### config.mk
export PLATFORM = sky130hd
export DESIGN_NAME = prime_search_ctrl
export DESIGN_NICKNAME = d
export VERILOG_FILES = /design/src/rtl/prime_search_pkg.sv /design/src/rtl/prime_candidate_gen.sv /design/src/rtl/prime_search_ctrl.sv
export SDC_FILE = /design/constraint.sdc
export NUM_CORES = 1
export LEC_CHECK = 0
export ABC_CLOCK_PERIOD_IN_PS = 1800
export BUFFER_PORTS_ARGS = -buffer_cell sky130_fd_sc_hd__buf_2
export CORE_MARGIN = 2
export CORE_UTILIZATION = 35
export CTS_CLUSTER_SIZE = 40
export DETAILED_ROUTE_END_ITERATION = 8
export PLACE_DENSITY = 0.69
export SYNTH_ARGS = -nofsm -noshare
export SYNTH_HDL_FRONTEND = slang
export SYNTH_SLANG_ARGS = --single-unit
export TNS_END_PERCENT = 20
### constraint.sdc
create_clock -name clk -period 1.8 [get_ports clk]
set_input_delay 0.36 -clock clk [delete_from_list [all_inputs] [get_ports clk]]
set_output_delay 0.36 -clock clk [all_outputs]
set_load 0.005 [all_outputs]
### src/rtl/prime_search_pkg.sv
// Shared types and helpers for the prime search controller: FSM state
// encoding and the candidate stepping rule used by both RTL and models.
package prime_search_pkg;

    // Widest candidate the stepping helper can handle.
    localparam int CAND_MAX_W = 64;

    typedef enum logic [2:0] {
        IDLE    = 3'd0,
        MR_RST  = 3'd1,
        MR_GO   = 3'd2,
        MR_WAIT = 3'd3,
        NEXT    = 3'd4,
        FIN     = 3'd5
    } state_t;

    // Step an odd, full-length candidate by 2. When the all-ones value is
    // reached it wraps to 2^(width-1)+1 so the result stays full-length and odd.
    function automatic logic [CAND_MAX_W-1:0] next_candidate(
        input logic [CAND_MAX_W-1:0] cand,
        input int                    width
    );
        logic [CAND_MAX_W-1:0] mask;
        logic [CAND_MAX_W-1:0] res;
        if (width >= CAND_MAX_W) begin
            mask = {CAND_MAX_W{1'b1}};
        end else begin
            mask = (64'd1 << width) - 64'd1;
        end
        if ((cand & mask) == mask) begin
            res = (64'd1 << (width - 1)) | 64'd1;
        end else begin
            res = (cand + 64'd2) & mask;
        end
        return res;
    endfunction

endpackage

### src/rtl/prime_candidate_gen.sv
// Candidate register: loads an odd, full-length value from the seed and
// steps it by 2 (with wrap) on request. Its value drives mr_n directly.
module prime_candidate_gen
    import prime_search_pkg::*;
#(
    parameter int PRIME_WIDTH = 16
) (
    input  logic                   clk,
    input  logic                   rst_n,
    input  logic                   load,
    input  logic [PRIME_WIDTH-1:0] seed,
    input  logic                   step,
    output logic [PRIME_WIDTH-1:0] mr_n
);

    // MSB and LSB are forced high so every candidate is odd and full-length.
    localparam logic [PRIME_WIDTH-1:0] FORCE_MASK = {1'b1, {(PRIME_WIDTH-2){1'b0}}, 1'b1};

    logic [PRIME_WIDTH-1:0] cand_r;
    logic [PRIME_WIDTH-1:0] load_val_s;
    logic [PRIME_WIDTH-1:0] step_val_s;

    // Next-value candidates for the load and step paths.
    always_comb begin
        load_val_s = seed | FORCE_MASK;
        step_val_s = PRIME_WIDTH'(next_candidate(CAND_MAX_W'(cand_r), PRIME_WIDTH));
    end

    // Candidate register; load has priority over step.
    always_ff @(posedge clk or negedge rst_n) begin
        if (!rst_n) begin
            cand_r <= {PRIME_WIDTH{1'b0}};
        end else if (load) begin
            cand_r <= load_val_s;
        end else if (step) begin
            cand_r <= step_val_s;
        end else begin
            cand_r <= cand_r;
        end
    end

    assign mr_n = cand_r;

endmodule

### src/rtl/prime_search_ctrl.sv
// Sequencing controller for the Miller-Rabin primality unit: forms a
// candidate from the seed, tests it, steps by 2 on composite results and
// stops on a prime, on an exhausted try budget or on a watchdog expiry.
module prime_search_ctrl
    import prime_search_pkg::*;
#(
    parameter  int PRIME_WIDTH    = 16,
    parameter  int MAX_TRIES      = 256,
    parameter  int TIMEOUT_CYCLES = 65535,
    localparam int ATT_W          = $clog2(MAX_TRIES + 1)
) (
    input  logic                   clk,
    input  logic                   rst_n,
    input  logic                   start,
    input  logic [PRIME_WIDTH-1:0] seed,
    input  logic [1:0]             sec_param,
    output logic                   busy,
    output logic                   done,
    output logic                   found,
    output logic [PRIME_WIDTH-1:0] prime,
    output logic [ATT_W-1:0]       attempts,
    output logic                   timeout_err,
    output logic                   mr_rst,
    output logic                   mr_enable,
    output logic [PRIME_WIDTH-1:0] mr_n,
    output logic [1:0]             mr_security_parameter,
    input  logic                   mr_done,
    input  logic                   mr_is_prime
);

    localparam int               WD_W     = $clog2(TIMEOUT_CYCLES + 1);
    localparam logic [ATT_W-1:0] ATT_MAX  = ATT_W'(MAX_TRIES);
    localparam logic [WD_W-1:0]  WD_LIMIT = WD_W'(TIMEOUT_CYCLES - 1);

    state_t                 state_r;
    logic                   busy_r;
    logic                   done_r;
    logic                   found_r;
    logic [PRIME_WIDTH-1:0] prime_r;
    logic [ATT_W-1:0]       attempts_r;
    logic                   timeout_err_r;
    logic                   rst_pulse_r;
    logic                   mr_enable_r;
    logic [1:0]             sec_r;
    logic [WD_W-1:0]        wd_r;

    logic                   load_s;
    logic                   step_s;
    logic [PRIME_WIDTH-1:0] cand_s;

    assign load_s = (state_r == IDLE) && start;
    assign step_s = (state_r == NEXT);

    prime_candidate_gen #(
        .PRIME_WIDTH(PRIME_WIDTH)
    ) u_cand (
        .clk  (clk),
        .rst_n(rst_n),
        .load (load_s),
        .seed (seed),
        .step (step_s),
        .mr_n (cand_s)
    );

    // Search FSM with attempt counter, watchdog and result registers.
    // Pulse outputs are raised on entry to their state so each lasts one cycle.
    always_ff @(posedge clk or negedge rst_n) begin
        if (!rst_n) begin
            state_r       <= IDLE;
            busy_r        <= 1'b0;
            done_r        <= 1'b0;
            found_r       <= 1'b0;
            prime_r       <= {PRIME_WIDTH{1'b0}};
            attempts_r    <= {ATT_W{1'b0}};
            timeout_err_r <= 1'b0;
            rst_pulse_r   <= 1'b0;
            mr_enable_r   <= 1'b0;
            sec_r         <= 2'b00;
            wd_r          <= {WD_W{1'b0}};
        end else begin
            done_r      <= 1'b0;
            rst_pulse_r <= 1'b0;
            mr_enable_r <= 1'b0;
            case (state_r)
                IDLE: begin
                    if (start) begin
                        sec_r         <= sec_param;
                        attempts_r    <= {ATT_W{1'b0}};
                        found_r       <= 1'b0;
                        timeout_err_r <= 1'b0;
                        busy_r        <= 1'b1;
                        rst_pulse_r   <= 1'b1;
                        state_r       <= MR_RST;
                    end else begin
                        state_r <= IDLE;
                    end
                end
                MR_RST: begin
                    mr_enable_r <= 1'b1;
                    state_r     <= MR_GO;
                end
                MR_GO: begin
                    attempts_r <= attempts_r + ATT_W'(1);
                    wd_r       <= {WD_W{1'b0}};
                    state_r    <= MR_WAIT;
                end
                MR_WAIT: begin
                    // A verdict takes priority over a coincident watchdog expiry.
                    if (mr_done) begin
                        if (mr_is_prime) begin
                            prime_r <= cand_s;
                            found_r <= 1'b1;
                            done_r  <= 1'b1;
                            state_r <= FIN;
                        end else if (attempts_r == ATT_MAX) begin
                            found_r <= 1'b0;
                            done_r  <= 1'b1;
                            state_r <= FIN;
                        end else begin
                            state_r <= NEXT;
                        end
                    end else if (wd_r == WD_LIMIT) begin
                        timeout_err_r <= 1'b1;
                        found_r       <= 1'b0;
                        done_r        <= 1'b1;
                        state_r       <= FIN;
                    end else begin
                        wd_r <= wd_r + WD_W'(1);
                    end
                end
                NEXT: begin
                    rst_pulse_r <= 1'b1;
                    state_r     <= MR_RST;
                end
                FIN: begin
                    busy_r  <= 1'b0;
                    state_r <= IDLE;
                end
                default: begin
                    busy_r  <= 1'b0;
                    state_r <= IDLE;
                end
            endcase
        end
    end

    assign busy                  = busy_r;
    assign done                  = done_r;
    assign found                 = found_r;
    assign prime                 = prime_r;
    assign attempts              = attempts_r;
    assign timeout_err           = timeout_err_r;
    assign mr_enable             = mr_enable_r;
    assign mr_n                  = cand_s;
    assign mr_security_parameter = sec_r;
    // The primality unit is also held in reset while the controller is.
    assign mr_rst                = ~rst_n | rst_pulse_r;

endmodule

# Word level (Yosys, flattened, before mapping)
# Cells that the tools add are included.
[word_totals]
ff_bits = 68
input_bits = 23
output_inout_bits = 49
elab_cells = 78
[op_classes]
add_sub_neg = 3
n_eq_ne = 13
mux = 33
n_bitwise = 3
n_reduce_logical = 14
[ops]
columns = ["op", "count"]
rows = [
  ["$mux 16", 5],
  ["$eq 16x16->1 const B", 2],
  ["$pmux 16 s2", 1],
  ["$mux 1", 18],
  ["$pmux 9 s2", 1],
  ["$add 16x1->16 const B", 1],
  ["$add 16x2->16 const B", 1],
  ["$pmux 3 s5", 1],
  ["$add 9x1->9 const B", 1],
  ["$eq 9x9->1 const B", 1],
  ["$mux 9", 1],
  ["$ne 2x2->1 const B", 4],
  ["$pmux 1 s2", 4],
  ["$reduce_and 4->1", 2],
  ["$reduce_bool 2->1", 4],
  ["$eq 3x2->1 const B", 2],
  ["$mux 3", 2],
  ["$reduce_and 2->1", 3],
  ["$reduce_and 3->1", 2],
  ["$ne 4x4->1 const B", 1],
  ["$reduce_or 4->1", 1],
  ["$eq 3x1->1 const B", 1],
  ["$eq 3x3->1 const B", 1],
  ["$logic_not 3->1", 1],
  ["4 further kinds", 5],
]

# Depth between registers and ports, before layout
# Gate-level depths: netlist of the first run.
[depth]
depth_word = 5
depth_mapped = 8
ltp_nobuf = 7

# Cells and area by module
# From an unflattened synthesis of the first run, not the netlist that was laid out.
[unflattened]
cells_unflattened = 323
area_unflattened_um2 = 3392.0
[by_module_without_submodules]
columns = ["module", "n_inst", "cells_per_inst", "area_per_inst_um2", "seq_area_each_um2"]
rows = [
  ["prime_search_ctrl", 1, 226, 2501.1, 1301.2],
  ["prime_candidate_gen", 1, 97, 890.9, 400.4],
]

# Least setup slack after synthesis of the first run
# OpenSTA, ideal clock, no wires.
[synth_path]
path_type = "register -> register"
startpoint = "register u_cand.cand_r[1] (netlist: u_cand.mr_n[1])"
endpoint = "register u_cand.cand_r[15] (netlist: u_cand.mr_n[15])"
setup_ns = 0.136
t_arrival_ns = 1.582
required_ns = 1.664
path_slack_ns = 0.082
stages_incl_launch_ff = 7
path_buffers = 0
period_less_slack_ns = 1.718
path_cell_list = "dfrtp_1 ha_1 nand3_1 nor2_1 nand2_1 o21ai_0 or3b_2"
[synth_via]
elab_chain_cells = 4
word_cells_on_any_way = 5
classes_between = "add/sub (1); eq/ne (1); mux (3)"
[synth_lines]
columns = ["item", "line_no", "text"]
rows = [
  ["start: declaration", "prime_candidate_gen.sv:19", "logic [PRIME_WIDTH-1:0] cand_r;"],
  ["start signal: assignment", "prime_candidate_gen.sv:32", "cand_r <= {PRIME_WIDTH{1'b0}};"],
  ["start signal: assignment", "prime_candidate_gen.sv:34", "cand_r <= load_val_s;"],
  ["start signal: assignment", "prime_candidate_gen.sv:36", "cand_r <= step_val_s;"],
  ["$add 16x2->16 / $eq 16x16->1 (equally long branches)", "prime_search_pkg.sv:33, prime_search_pkg.sv:30", ""],
  ["$mux 16 (*)", "prime_search_pkg.sv:30", "if ((cand & mask) == mask) begin"],
  ["$mux 16 (*)", "prime_candidate_gen.sv:35", "end else if (step) begin"],
  ["$mux 16 (*)", "prime_candidate_gen.sv:33", "end else if (load) begin"],
]
# Mark *: on every way between the ends. The rest lies on a longest branch, timed or not. The select of a mux whose other input is x is not followed.
# A chain may end at the register's enable or synchronous reset.

# Worst setup path in the final report of the first run
[layout_path]
startpoint = "register u_cand.cand_r[1] (netlist: u_cand.mr_n[1])"
endpoint = "register u_cand.cand_r[5] (netlist: u_cand.mr_n[5])"
# The elaborated chain is that of the path after synthesis.

==> results of run 1 <==
[repair_timing]
item | in CTS | in global routing
buffers inserted | 0 | 1
gates resized for setup | 0 | 12
endpoints found under the setup margin | 0 | 6
[flip-flops by register name, indices dropped and copies added, names as in the netlist]
| register | count |
|---|---|
| attempts | 9 |
| busy | 1 |
| done | 1 |
| found | 1 |
| mr_enable | 1 |
| mr_security_parameter | 2 |
| prime | 16 |
| rst_pulse_r | 1 |
| state_r | 3 |
| timeout_err | 1 |
| u_cand.mr_n | 16 |
| wd_r | 16 |
[power breakdown]
group | switching, uW | internal [uW] | total, uW
clock | 605 | 506 | 1110
sequential | 330 | 2020 | 2350
combinational | 1260 | 1250 | 2510
total | 2200 | 3770 | 5960
[worst max-delay path, stage by stage (launching register included)]
cell	delay [ns]
dfrtp_1	0.38
nand4_1	0.21
nor4b_4	0.29
buf_4	0.18
a211o_1	0.16
buf_6	0.13
nor3_1	0.04
a221o_1	0.26
[cell type report]
cell class                      instances  area (um^2)
Clock inverter                          5         37.5
Fill cell                             869         4930
Multi-Input combinational cell        223         1520
Tap cell                              111          139
Clock buffer                           11          131
Sequential cell                        68         1700
Inverter                               10         37.5
Timing Repair Buffer                  107          647
[metal layers]
layer  part of all wire  vias to the layer above  GRT usage
met4             0.0080                        0     0.0520
met5                  0                        -          0
met1               0.46                     1326      0.216
li1                   -                     1328          -
met2               0.48                       76      0.268
met3              0.053                        8     0.0444
[per-stage QoR]
stage                     cells  power, uW  setup TNS (ns)   util  setup slack (ns)
after global routing        535       6420         -0.0817  0.461           -0.0406
after global placement      518       4770               0  0.436            0.0833
after detailed placement    518       4840               0  0.436            0.0561
after floorplan             312       3590               0      -            0.0821
final                       535       5960               0  0.461            0.0328
after CTS                   534       5960               0  0.455            0.0491
[final timing paths]
kind / start / to / slack [ns] / cells after the start
max: u_cand.mr_n[1]$_DFFE_PN0P_ / u_cand.mr_n[5]$_DFFE_PN0P_ / 0.03 / 7
min: sec_param[0] / mr_security_parameter[0]$_DFFE_PN0P_ / 0.20 / 3
max reg2reg: u_cand.mr_n[1]$_DFFE_PN0P_ / u_cand.mr_n[5]$_DFFE_PN0P_ / 0.03 / 7
min reg2reg: mr_security_parameter[0]$_DFFE_PN0P_ / mr_security_parameter[0]$_DFFE_PN0P_ / 0.48 / 2
max in group asynchronous: rst_n / wd_r[0]$_DFFE_PN0P_ / 0.94 / 2
min in group asynchronous: rst_n / wd_r[14]$_DFFE_PN0P_ / 0.26 / 2
[cells by family (layout without fill, tap and decap cells)]
logic type / Yosys count / count (layout) / synth area share
simple gates: 130 / 130 / 0.214
flops: 68 / 68 / 0.518
compound gates: 53 / 53 / 0.110
buf+inv: 21 / 133 / 0.0316
mux: 20 / 20 / 0.0670
xor+xnor: 15 / 15 / 0.0400
fa+ha+maj: 5 / 5 / 0.0190
[synthesized netlist by cell type, drive strengths merged (9+ instances only)]
cell    n
nor2   25
nand2  36
dfrtp  68
inv     9
nand3  21
xnor2  11
mux2   16
buf     9
o21ai  24
nand4  10
nor3    9
==> impl_summary.md, run 1 <==
Yosys
The number of different library cells used by synthesis comes to 55. Sorting the synthesized cells by area gives the leading types as dfrtp_1 52%, mux2_2 5.5%, nand2_1 4.1%, o21ai_0 3.5%, nand3_1 3.0%. The proportion of register bits with asynchronous set or reset after synthesis is 1.00. The most used flip-flop cell after synthesis is dfrtp_1. The synthesis warning total is 0.

The sequential element share of the synthesized area is 0.518. After synthesis the cells add up to 0.00329 mm^2. The average instance in the mapped netlist occupies 10.5 um^2.

In this run, synthesis inferred 0 flip-flops with an integrated enable. Synthesis produced a netlist with a net count of 340. The register bit count reported by yosys is 68. The count of mapped cells out of synthesis is 312.

The top cell type by total area after synthesis is dfrtp_1. The share of synthesized area in the top cell type comes to 0.518.

Routing
The detail route stage leaves a number of antenna-violating nets equal to 0. The wire length per cell is 14.7 um. The via count normalized by instance count is 5.12. The first routing iteration left 146 violations. The first detailed-routing pass took 4 iterations. Wires add up to 7.88 mm. The residual DRC count is 0. The detailed router placed 2,738 vias in this run.

GRT
Across every metal layer, demand over resource in global routing totals 0.165. The number of antenna violations at the first check in global routing came to 0. Entering global routing, the biggest net connects 69 pins. The first global-routing pass estimated 13.2 mm of wire. The via count of the first global-routing pass was 2,766. The aggregate global routing overflow is 0.

STA
Setup violations remaining at the end of the flow were counted as 0. The number of pins with negative max-slew slack in the final report is 0. At the pin with the least slew margin, the transition time is 0.837 ns. The final hold violation count is 0. Of the available clock period, the critical path in the final layout requires 0.982. Setup repair after global routing could not meet its margin everywhere. Static timing analysis puts the maximum clock frequency at 566 MHz. In this run the tightest slew margin relative to its limit is 0.442. The minimum clock period after layout is 1.77 ns. Hold is met by 0.200 ns.

The worst-case clock skew is 0.0137 ns.

Status
The run finished with clean final reports.

Clock tree
The clock tree buffer depth is 2. The clock tree synthesis step divided the H-tree into 3 levels. Buffers inserted during clock tree synthesis total 9. TritonCTS built the clock tree. The latest clock arrival within the worst-skew pair is 0.35 ns. The number of clock sinks is 68. Clock tree synthesis selected as its root buffer the cell clkbuf_8.

The post-CTS clock slew at the launch and capture registers of the worst setup and hold paths is 0.08 ns. The number of hold-repair buffers added at the cts stage is 0.

Finish
The count of antenna diodes in the layout is 0. From synthesis to final layout, the design area changed by 28.4%. The most common cell after layout, fill and taps aside is buf_2. The fraction of final layout cells sized beyond drive strength 1 is 0.380. The post-layout net count is 447. The post-layout instance area is 0.00422 mm^2. In the layout the commonest cells are 69 x buf_2, 66 x dfrtp_1, 36 x nand2_1, 36 x buf_4.

Die
The height of the chip is 101 um. Pin placement for this block handled 72 I/O pins. For this configuration, the core starts out at a cell density of 0.359.

Row generation in the floorplan step produced 35 rows. In this run the standard cell core region covers 0.00915 mm^2. The floorplan step defined a die boundary enclosing 0.0102 mm^2.

The overall die width is 101 um.

Critical path
The required time at the endpoint of the critical path is 2.02 ns. The critical path is of the reg2reg type. Along the worst path, the maximum fanout reaches 6. The category of the worst setup path capture point is a flip-flop. STA classifies the critical path startpoint as a flip-flop. The arrival time of data at the critical path endpoint is 1.99 ns.

Flow run
The count of max-cap constraint violations is 0.

Pwr
Across the VDD grid, the largest voltage drop is 0.659 mV. For this design the ratio of total power to cell area is 1410 mW/mm^2. The leakage power total is 0.00189 uW.

Min path
The class of the tightest hold or removal check is in2reg.

Place
The post-DP HPWL is 5.74 mm. The final weighted congestion in routability-driven placement is 0.812. The placed instances occupy a cell area of 0.00399 mm^2. The count of port buffers added during placement is 69.
No activity file was read; power rests on OpenSTA's default activity.
==> inputs of run 2 (changes only) <==
Settings changed: PLACE_DENSITY 0.69 to default, PLACE_DENSITY_LB_ADDON from default to 0.3.
==> run 2 against run 1 <==
- global-route usage grew 0.37 points
- power grew 2.9%
- first-iteration DRC count shrank 19%
- core utilization grew 0.29 points
- register-to-register slack is essentially flat
- largest cell class unchanged
- highest routed layer unchanged
- die area is the same
==> impl_summary.md, run 2 (synthesized netlist as in run 1, its figures left out) <==
Routing
Dividing the detail-routed via count by the number of cells gives 5.11. The total iterations of the first detailed-routing run is 4. After detailed routing, the number of remaining DRC violations is 0. For this block, the routed nets add up to 7.94 mm of wire. The remaining antenna violation count is 0. After detailed routing, the average wire length per cell comes to 14.9 um. The number of DRC markers in iteration 0 is 118. The via total after detailed routing is 2,729.

Pwr
The worst-case IR drop observed on VDD is 0.673 mV. For this design the static power due to leakage is 0.00192 uW. Total power for the finished layout comes to 6140 uW. For this design the ratio of total power to cell area is 1450 mW/mm^2.

STA
The final period utilization is 0.978. For this run, the top clock speed supported by timing is 568 MHz. Between clock sinks in the finished design, the worst skew comes to 0.0137 ns. Setup repair after global routing could not meet its margin everywhere. The final hold violation count came to 0.

The post-route worst hold slack is 0.204 ns. The number of pins with negative max-slew slack in the final report is 0. The measured slew at the worst slew-check pin is 0.851 ns. The minimum clock period after layout is 1.76 ns.

The max-slew headroom at the worst pin is 0.433. The worst setup margin is 0.0390 ns. Setup violations remaining at the end of the flow were counted as 0.

Clock tree
The clock passes through at most 2 buffers. In this run, post-CTS hold repair placed 0 buffers. Clock-pin slew was measured on the worst setup and hold paths at 0.08 ns.

Buffers inserted during clock tree synthesis total 9. The H-tree generated during clock tree synthesis spans 3 levels. For this design, the sink count on the clock tree is 68. The clock root buffer master is clkbuf_8. The clock tree from TritonCTS is built. Clock latency on the worst-skew pair, taken at its later pin, is 0.34 ns.

Status
The flow ran to the end, and the final reports show no timing, DRC or antenna violations.

Finish
Of the cells placed in the final design, the portion with a size suffix greater than 1 is 0.385. Leaving out fill and tap cells, the most frequent cell in the layout is buf_2. The number of antenna diodes in the final layout is 0. In the layout the commonest cells are 69 x buf_2, 67 x dfrtp_1, 38 x buf_4. At the end of the flow, the number of nets in the layout was 448. The layout-stage area growth over the synthesis result is 29.2%. The post-layout instance area is 0.00424 mm^2.

Die
After floorplanning, the core was divided into 35 placement rows. The core area is 0.00915 mm^2. From left edge to right edge, the die measures 101 um. The overall die area is 0.0102 mm^2. Measured along the y axis, the die boundary spans 101 um. The number of top-level design ports is 72. The initial core utilization is 0.359.

Critical path
The worst register-to-register path ends at u_cand.mr_n[13]$_DFFE_PN0P_. Counting cells, the worst reg-to-reg path comes to 6. The worst setup path is of the reg2reg kind. The launching element type of the critical path is a flip-flop. The master of the slowest instance on the critical path is dfrtp_1. The worst setup path is captured at a flip-flop. The required time at the endpoint of the critical path is 2.05 ns. The internal reg-to-reg setup slack is 0.04 ns. In this run the critical register-to-register path is launched from u_cand.mr_n[7]$_DFFE_PN0P_. Data arrives at the worst endpoint at 2.01 ns. Of all nets on the critical path, the largest fanout is 6.

The critical path goes through and4_4, nor4b_4, buf_4, a211o_4, or3_1, o211ai_1. The largest stage delay on the critical path is 0.39 ns.

GRT
Entering global routing, the biggest net connects 69 pins. The first-pass GRT wire length is 13.6 mm. The number of antenna violations at the first check in global routing is 0. After global routing the overflow that remains totals 0. The via count of the first global-routing pass is 2,801. The global-route total usage across every layer is 0.169.

Place
The total placed instance area is 0.00399 mm^2. The pre-CTS setup slack is 0.00584 ns. The count of port buffers added during placement is 69. The HPWL after detailed placement is 5.67 mm. The final weighted congestion in routability-driven placement is 0.777.

Flow run
The count of max-cap constraint violations is 0.

Min path
The origin of the worst min-delay path is sec_param[1]. The class of the tightest hold or removal check is in2reg. The worst hold path passes through 3 cells. The endpoint of the worst hold path is mr_security_parameter[1]$_DFFE_PN0P_.
[run 2: cell types whose count changed in the layout (fill, tap and decap cells not counted), moves of 2 or more]
cell / before / now
nand3_1: 20 / 18
nand3_2: 0 / 3
buf_4: 36 / 38
clkinvlp_4: 2 / 0
clkbuf_8: 9 / 11
[run 2: layer usage]
layer | up-vias | wire length (um) | global-route usage
li1 | 1324 | - | -
met1 | 1336 | 3690 | 0.228
met2 | 64 | 3820 | 0.274
met3 | 5 | 363 | 0.0451
met4 | 0 | 60 | 0.0374
met5 | - | 0 | 0
[run 2: cell type report]
class,instances,area (um^2)
tap,111,139
timing repair buffer,108,651
clock buffer,12,155
inverter,10,37.5
fill,896,4910
multi-input combinational,223,1520
clock inverter,2,35.0
sequential,68,1700
[run 2: critical path: cells and delay by family (launching register included)]
| family | cells | cell delay [ns] |
|---|---|---|
| compound gates | 2 | 0.44 |
| flops | 1 | 0.39 |
| buf+inv | 1 | 0.17 |
| simple gates | 3 | 0.67 |
[run 2: report_power, final]
part           switching, uW  leakage (uW)  total [uW]  internal [uW]
Clock                    565     0.0000983        1260            700
Sequential               328      0.000837        2350           2020
Combinational           1280      0.000981        2530           1250
Total                   2170       0.00192        6140           3970
[run 2: worst max path at each step]
stage	startpoint	endpoint	slack (ns)
after CTS	u_cand.mr_n[2]$_DFFE_PN0P_	u_cand.mr_n[3]$_DFFE_PN0P_	-0.01
after global placement	u_cand.mr_n[2]$_DFFE_PN0P_	u_cand.mr_n[15]$_DFFE_PN0P_	0.05
final	u_cand.mr_n[7]$_DFFE_PN0P_	u_cand.mr_n[13]$_DFFE_PN0P_	0.04
after global routing	u_cand.mr_n[1]$_DFFE_PN0P_	u_cand.mr_n[3]$_DFFE_PN0P_	-0.03
after floorplan	u_cand.mr_n[1]$_DFFE_PN0P_	u_cand.mr_n[15]$_DFFE_PN0P_	0.08
after detailed placement	u_cand.mr_n[2]$_DFFE_PN0P_	u_cand.mr_n[15]$_DFFE_PN0P_	0.006
[run 2: through the flow]
stage                     utilization  std cells  TNS [ns]
after detailed placement        0.436        517         0
final                           0.464        534         0
after CTS                       0.457        531   -0.0119
after global routing            0.464        534   -0.0979
after floorplan                     -        312         0
after global placement          0.436        517         0
[run 2: timing repair]
action,CTS,global route
setup endpoints to repair,2,9
resized for setup,1,10
setup buffers,0,3
pin swaps,0,4
